--- src/rtl/exmem_skid_buffer_if.sv ---
// EX -> MEM handshake bundle for the EX/MEM skid buffer.
// slave: the buffer's view; master: the EX/MEM-stage environment driving it.
interface exmem_skid_buffer_if #(
    parameter int DW = 64,
    parameter int RW = 5
);
    logic          in_valid;
    logic          in_ready;
    logic [DW-1:0] alu_result;
    logic          alu_zero;
    logic [DW-1:0] store_data;
    logic [RW-1:0] rd;
    logic [4:0]    ctrl;

    logic          out_valid;
    logic          out_ready;
    logic [DW-1:0] out_result;
    logic          out_zero;
    logic [DW-1:0] out_store_data;
    logic [RW-1:0] out_rd;
    logic [4:0]    out_ctrl;
    logic          pc_src;

    modport slave (
        input  in_valid, alu_result, alu_zero, store_data, rd, ctrl, out_ready,
        output in_ready, out_valid, out_result, out_zero, out_store_data,
               out_rd, out_ctrl, pc_src
    );

    modport master (
        output in_valid, alu_result, alu_zero, store_data, rd, ctrl, out_ready,
        input  in_ready, out_valid, out_result, out_zero, out_store_data,
               out_rd, out_ctrl, pc_src
    );
endinterface

--- src/rtl/exmem_skid_buffer.sv ---
// EX/MEM 2-entry skid buffer with registered in_ready and branch decision pc_src.
// Optional stall counter enabled by defining EXMEM_STALL_CNT_EN.
//
// state | meaning
// EMPTY | no entries, out_valid=0
// ONE   | main entry valid, skid empty
// FULL  | main and skid valid, in_ready=0
module exmem_skid_buffer #(
    parameter int DW = 64,
    parameter int RW = 5
) (
    input  logic                clk,
    input  logic                reset_n,
    input  logic                flush,
    exmem_skid_buffer_if.slave  bus,
    output logic [31:0]         stall_cnt
);
    localparam int PW = 2*DW + RW + 6;

    typedef enum logic [1:0] {
        EMPTY = 2'd0,
        ONE   = 2'd1,
        FULL  = 2'd2
    } state_t;

    state_t        state_q, state_d;
    logic          in_ready_q;
    logic [PW-1:0] main_q, skid_q, in_pkt;
    logic          load_main_in, load_main_skid, load_skid_in;
    logic          out_valid, accept, consume;

    assign in_pkt    = {bus.alu_result, bus.alu_zero, bus.store_data, bus.rd, bus.ctrl};
    assign out_valid = (state_q != EMPTY);
    assign accept    = bus.in_valid & in_ready_q;
    assign consume   = out_valid & bus.out_ready;

    always_comb begin
        state_d        = state_q;
        load_main_in   = 1'b0;
        load_main_skid = 1'b0;
        load_skid_in   = 1'b0;
        if (flush) begin
            state_d = EMPTY;
        end else begin
            case (state_q)
                EMPTY: begin
                    if (accept) begin
                        state_d      = ONE;
                        load_main_in = 1'b1;
                    end
                end
                ONE: begin
                    if (accept && consume) begin
                        load_main_in = 1'b1;
                    end else if (accept) begin
                        state_d      = FULL;
                        load_skid_in = 1'b1;
                    end else if (consume) begin
                        state_d = EMPTY;
                    end
                end
                FULL: begin
                    if (consume) begin
                        state_d        = ONE;
                        load_main_skid = 1'b1;
                    end
                end
                default: state_d = EMPTY;
            endcase
        end
    end

    // in_ready is a flop so it never sees out_ready combinationally
    always_ff @(posedge clk or negedge reset_n) begin
        if (!reset_n) begin
            state_q    <= EMPTY;
            in_ready_q <= 1'b1;
        end else begin
            state_q    <= state_d;
            in_ready_q <= (state_d != FULL);
        end
    end

    always_ff @(posedge clk or negedge reset_n) begin
        if (!reset_n) begin
            main_q <= '0;
            skid_q <= '0;
        end else begin
            if (load_main_in)
                main_q <= in_pkt;
            else if (load_main_skid)
                main_q <= skid_q;
            if (load_skid_in)
                skid_q <= in_pkt;
        end
    end

    assign bus.in_ready  = in_ready_q;
    assign bus.out_valid = out_valid;
    assign {bus.out_result, bus.out_zero, bus.out_store_data, bus.out_rd, bus.out_ctrl} = main_q;
    assign bus.pc_src    = out_valid & bus.out_ctrl[0] & bus.out_zero;

`ifdef EXMEM_STALL_CNT_EN
    logic [31:0] stall_cnt_q;

    always_ff @(posedge clk or negedge reset_n) begin
        if (!reset_n)
            stall_cnt_q <= '0;
        else if (out_valid && !bus.out_ready && (stall_cnt_q != 32'hFFFF_FFFF))
            stall_cnt_q <= stall_cnt_q + 32'd1;
    end

    assign stall_cnt = stall_cnt_q;
`else
    assign stall_cnt = 32'h0;
`endif
endmodule

--- src/flat_wrapper.sv ---
// flat-port wrapper written by rule: the top's interface ports become plain ports
module exmem_skid_buffer_flat 
#(
    parameter int DW = 64,
    parameter int RW = 5
)
  (clk, reset_n, flush, stall_cnt, bus_in_valid, bus_alu_result, bus_alu_zero, bus_store_data, bus_rd, bus_ctrl, bus_out_ready, bus_in_ready, bus_out_valid, bus_out_result, bus_out_zero, bus_out_store_data, bus_out_rd, bus_out_ctrl, bus_pc_src);
  exmem_skid_buffer_if #(.DW(DW), .RW(RW)) bus_i ();
  input  logic clk;
  input  logic reset_n;
  input  logic flush;
  output logic [31:0] stall_cnt;
  input wire logic [$bits(bus_i.in_valid)-1:0] bus_in_valid;
  input wire logic [$bits(bus_i.alu_result)-1:0] bus_alu_result;
  input wire logic [$bits(bus_i.alu_zero)-1:0] bus_alu_zero;
  input wire logic [$bits(bus_i.store_data)-1:0] bus_store_data;
  input wire logic [$bits(bus_i.rd)-1:0] bus_rd;
  input wire logic [$bits(bus_i.ctrl)-1:0] bus_ctrl;
  input wire logic [$bits(bus_i.out_ready)-1:0] bus_out_ready;
  output wire logic [$bits(bus_i.in_ready)-1:0] bus_in_ready;
  output wire logic [$bits(bus_i.out_valid)-1:0] bus_out_valid;
  output wire logic [$bits(bus_i.out_result)-1:0] bus_out_result;
  output wire logic [$bits(bus_i.out_zero)-1:0] bus_out_zero;
  output wire logic [$bits(bus_i.out_store_data)-1:0] bus_out_store_data;
  output wire logic [$bits(bus_i.out_rd)-1:0] bus_out_rd;
  output wire logic [$bits(bus_i.out_ctrl)-1:0] bus_out_ctrl;
  output wire logic [$bits(bus_i.pc_src)-1:0] bus_pc_src;
  assign bus_i.in_valid = bus_in_valid;
  assign bus_i.alu_result = bus_alu_result;
  assign bus_i.alu_zero = bus_alu_zero;
  assign bus_i.store_data = bus_store_data;
  assign bus_i.rd = bus_rd;
  assign bus_i.ctrl = bus_ctrl;
  assign bus_i.out_ready = bus_out_ready;
  assign bus_in_ready = bus_i.in_ready;
  assign bus_out_valid = bus_i.out_valid;
  assign bus_out_result = bus_i.out_result;
  assign bus_out_zero = bus_i.out_zero;
  assign bus_out_store_data = bus_i.out_store_data;
  assign bus_out_rd = bus_i.out_rd;
  assign bus_out_ctrl = bus_i.out_ctrl;
  assign bus_pc_src = bus_i.pc_src;
  exmem_skid_buffer #(.DW(DW), .RW(RW)) u_core (.clk(clk), .reset_n(reset_n), .flush(flush), .bus(bus_i), .stall_cnt(stall_cnt));
endmodule
--- config.mk ---
export PLATFORM = sky130hd
export DESIGN_NAME = exmem_skid_buffer_flat
export DESIGN_NICKNAME = d
export VERILOG_FILES = /design/src/rtl/exmem_skid_buffer_if.sv /design/src/rtl/exmem_skid_buffer.sv /design/src/flat_wrapper.sv
export SDC_FILE = /design/constraint.sdc
export NUM_CORES = 1
export LEC_CHECK = 0
export ABC_AREA = 1
export BUFFER_PORTS_ARGS = -buffer_cell sky130_fd_sc_hd__buf_2
export CAP_MARGIN = 20
export CORE_MARGIN = 1
export CORE_UTILIZATION = 53
export CTS_CLUSTER_DIAMETER = 30
export DETAILED_ROUTE_END_ITERATION = 8
export HOLD_SLACK_MARGIN = 0.06
export PLACE_DENSITY_LB_ADDON = 0.08
export SLEW_MARGIN = 20
export SYNTH_ARGS = -nofsm -noshare
export SYNTH_HDL_FRONTEND = slang
export SYNTH_SLANG_ARGS = --single-unit
--- constraint.sdc ---
create_clock -name clk -period 1.65 [get_ports clk]
set_input_delay 0.165 -clock clk [delete_from_list [all_inputs] [get_ports clk]]
set_output_delay 0.165 -clock clk [all_outputs]
set_load 0.03 [all_outputs]
==> flow_summary.yaml <==
run_status:
  status: "finished clean"
synth:
  yosys.area.top_type: "dfrtp_1"
  synth_top_family_by_area: "simple AND/OR/NAND/NOR gates"
  synth-xor-area-share_pct: 0
  synth.avg_cell_area_sq_um: 8.71
  synth_top_area_share_pct: 56.1
  synth.area.top_cells: "dfrtp_1 56%, nand3_1 11%, nand2_1 8.6%"
  synth.ff_latch_count: 281
  muxShareOfSynthArea_pct: 0
  ys_seq_area_share_pct: 56.3
  yosys_warnings: 0
  synth_cell_types: 22
  synth-simple-area-share_pct: 27.2
  synth-adder-area-share_pct: 0
  synth.cell_area_sq_um: 12500
  netlist_instances: 1435
  synth_compound_area_share_pct: 5.67
layout:
  multi_input_area_sq_um: 4260
  nets: 1971
  ff_latch_area_sq_um: 7040
  fin_cells: 2187
  syn2layout_area_growth_pct: 40.8
  nFillCells: 1643
  layout_commonest_cell: "buf_2"
  final_util_pct: 76.8
  most-common-layout-cells: "284 x buf_2, 283 x nand2_1, 278 x nand3_1, 278 x dfrtp_1, 144 x inv_1"
  drive_gt1_share_pct: 22.5
  fin_area_sq_um: 17600
clock_tree:
  clk_transition_reported_paths_ns: 0.05
  cts_tree: "done"
  cts_made_buffers: 56
  clk_path_buf_depth: 3
  root_buffer: "clkbuf_16"
  clkLatencyLatePin_ns: 0.54
  cts_num_sinks: 281
  cts_max_level: 2
placed_design:
  place_hpwl_mm: 19.6
  place_worst_setup_slack_ns: 0.0942
  gp_congestion: 0.809
  io_buffers: 285
  placed_area_sq_um: 14100
  dp.cells: 1939
timing:
  setup_violations: 0
  fmax_mhz: 626
  worst_slack_ns: 0.0536
  slew_viol_final: 0
  worst_pin_slew_ns: 0.567
  rsz0062_at_grt: "true"
  period_share_pct: 96.7
  clock-skew-final_ns: 0.0144
  hold_violations: 0
  relSlewSlack_pct: 62.2
  post-route-min-period_ns: 1.60
critical_path:
  critPathKind: "reg2out"
  worstPathArrival_ns: 1.43
  r2r-end: "u_core.skid_q[116]"
  required_ns: 1.48
  startpoint_type: "flip-flop"
  endpoint: "bus_pc_src"
  cp_max_fo: 5
  rr_worst_depth: 6
  r2r-start: "u_core.bus.in_ready"
  cp-end-kind: "output pin"
  regToRegSetupSlack_ns: 0.10
  crit_start: "u_core.state_q[0]"
routing:
  top_layer: "met4"
  wl_met3_mm: 2.85
  drt_iter0_drc: 921
  drt-met1-wl_mm: 15.2
  totalWireLength_mm: 36.8
  drtAntennaViolNets: 0
  drcViolationCount: 0
  wire_per_inst_microns: 16.8
  dr_wl_met2_mm: 17.4
  vias: 11900
  drt_pre_antenna_iters: 5
  vias_per_cell: 5.42
global_routing:
  grt_pass1_wl_mm: 58.8
  grt-ovfl-total: 0
  grt_start_max_net_pins: 91
  grtUsageTotal_pct: 30.5
  first_global_vias: 11700
  antenna_found_initial: 3
die:
  die-area_sq_um: 24200
  ios: 318
  start_util_pct: 54.5
  core_area_sq_um: 22900
  chipHeight_microns: 156
  row_count: 55
  die_x_microns: 156
flow_run:
  cap_violations: 0
power:
  vdd_drop_max_mv: 1.29
  leakage_nw: 9.12
  p_per_area_nw_per_um2: 1480
hold_path:
  hp-class: "in2async"
-- registers in the layout, indices dropped and copies added (netlist names) --
signal,flops
u_core.main_q,139
u_core.skid_q,139
u_core.bus.in_ready,1
u_core.state_q,2
-- worst max-delay path: stages (launching register included) --
cell and delay (ns):
dfrtp_2 0.46, nor2_1 0.17, nor2_1 0.08, buf_2 0.18
-- power breakdown --
group	switching [mW]	internal, mW	total (mW)
sequential	0.871	8.42	9.29
combinational	3.12	1.65	4.77
clock	3.50	8.48	12.0
-- final cells by class --
cell class | count | share of cell area (%)
clock inverter | 25 | 2.34
timing repair buffer | 455 | 18.8
antenna | 4 | 0.0569
multi-input combinational | 886 | 24.2
inverter | 147 | 3.16
sequential | 281 | 40.0
tap | 313 | 2.22
clock buffer | 76 | 9.19
-- cell usage after synthesis --
master      n
nand2_1   285
dfrtp_1   280
nand3_1   279
inv_1     144
nand4_1   139
o21ai_1    80
o21ai_0    60
buf_2      59
clkbuf_1   50
buf_4      40
nor2_1      5
inv_2       3
buf_1       2
buf_6       1
conb_1      1
dfstp_2     1
nand3b_1    1
nand4_2     1
nor2_2      1
nor2_4      1
nor3b_1     1
o21bai_1    1
-- timing repair --
| action | 4_1_cts | 5_1_grt |
|---|---|---|
| hold buffers | 141 | 0 |
| pin swaps | 0 | 1 |
| hold endpoints to repair | 561 | 0 |
| setup endpoints to repair | 1 | 46 |
| gates resized for setup | 1 | 1 |
| setup buffers | 0 | 2 |
-- logic make-up after synthesis --
group	count (synthesis)
compound gates	141
simple gates	713
other cells	1
flops	281
buf+inv	299
-- per-layer routing --
metal	track usage, %	vias up
met5	0	-
met4	13.5	0
met3	6.39	90
met2	49.1	550
met1	40.1	5661
li1	-	5560
-- through the flow --
stage / TNS [ns] / hold WS (ns) / total power [mW]
global placement: 0 / 0.0813 / 13.7
finish: 0 / 0.109 / 26.0
global route: -0.0245 / 0.131 / 27.1
detailed placement: 0 / 0.0764 / 13.8
floorplan: 0 / -0.131 / 12.2
CTS: 0 / 0.104 / 26.1
-- worst min-delay path by stage --
stage	startpoint	slack (ns)	endpoint
after floorplan	reset_n	-0.13	u_core.main_q[0]
after global placement	reset_n	0.08	u_core.main_q[58]
after detailed placement	reset_n	0.08	u_core.main_q[58]
after CTS	bus_out_ready	0.10	u_core.state_q[1]
after global routing	reset_n	0.13	u_core.main_q[57]
final	reset_n	0.11	u_core.skid_q[58]
No activity file was read; power rests on OpenSTA's default activity.
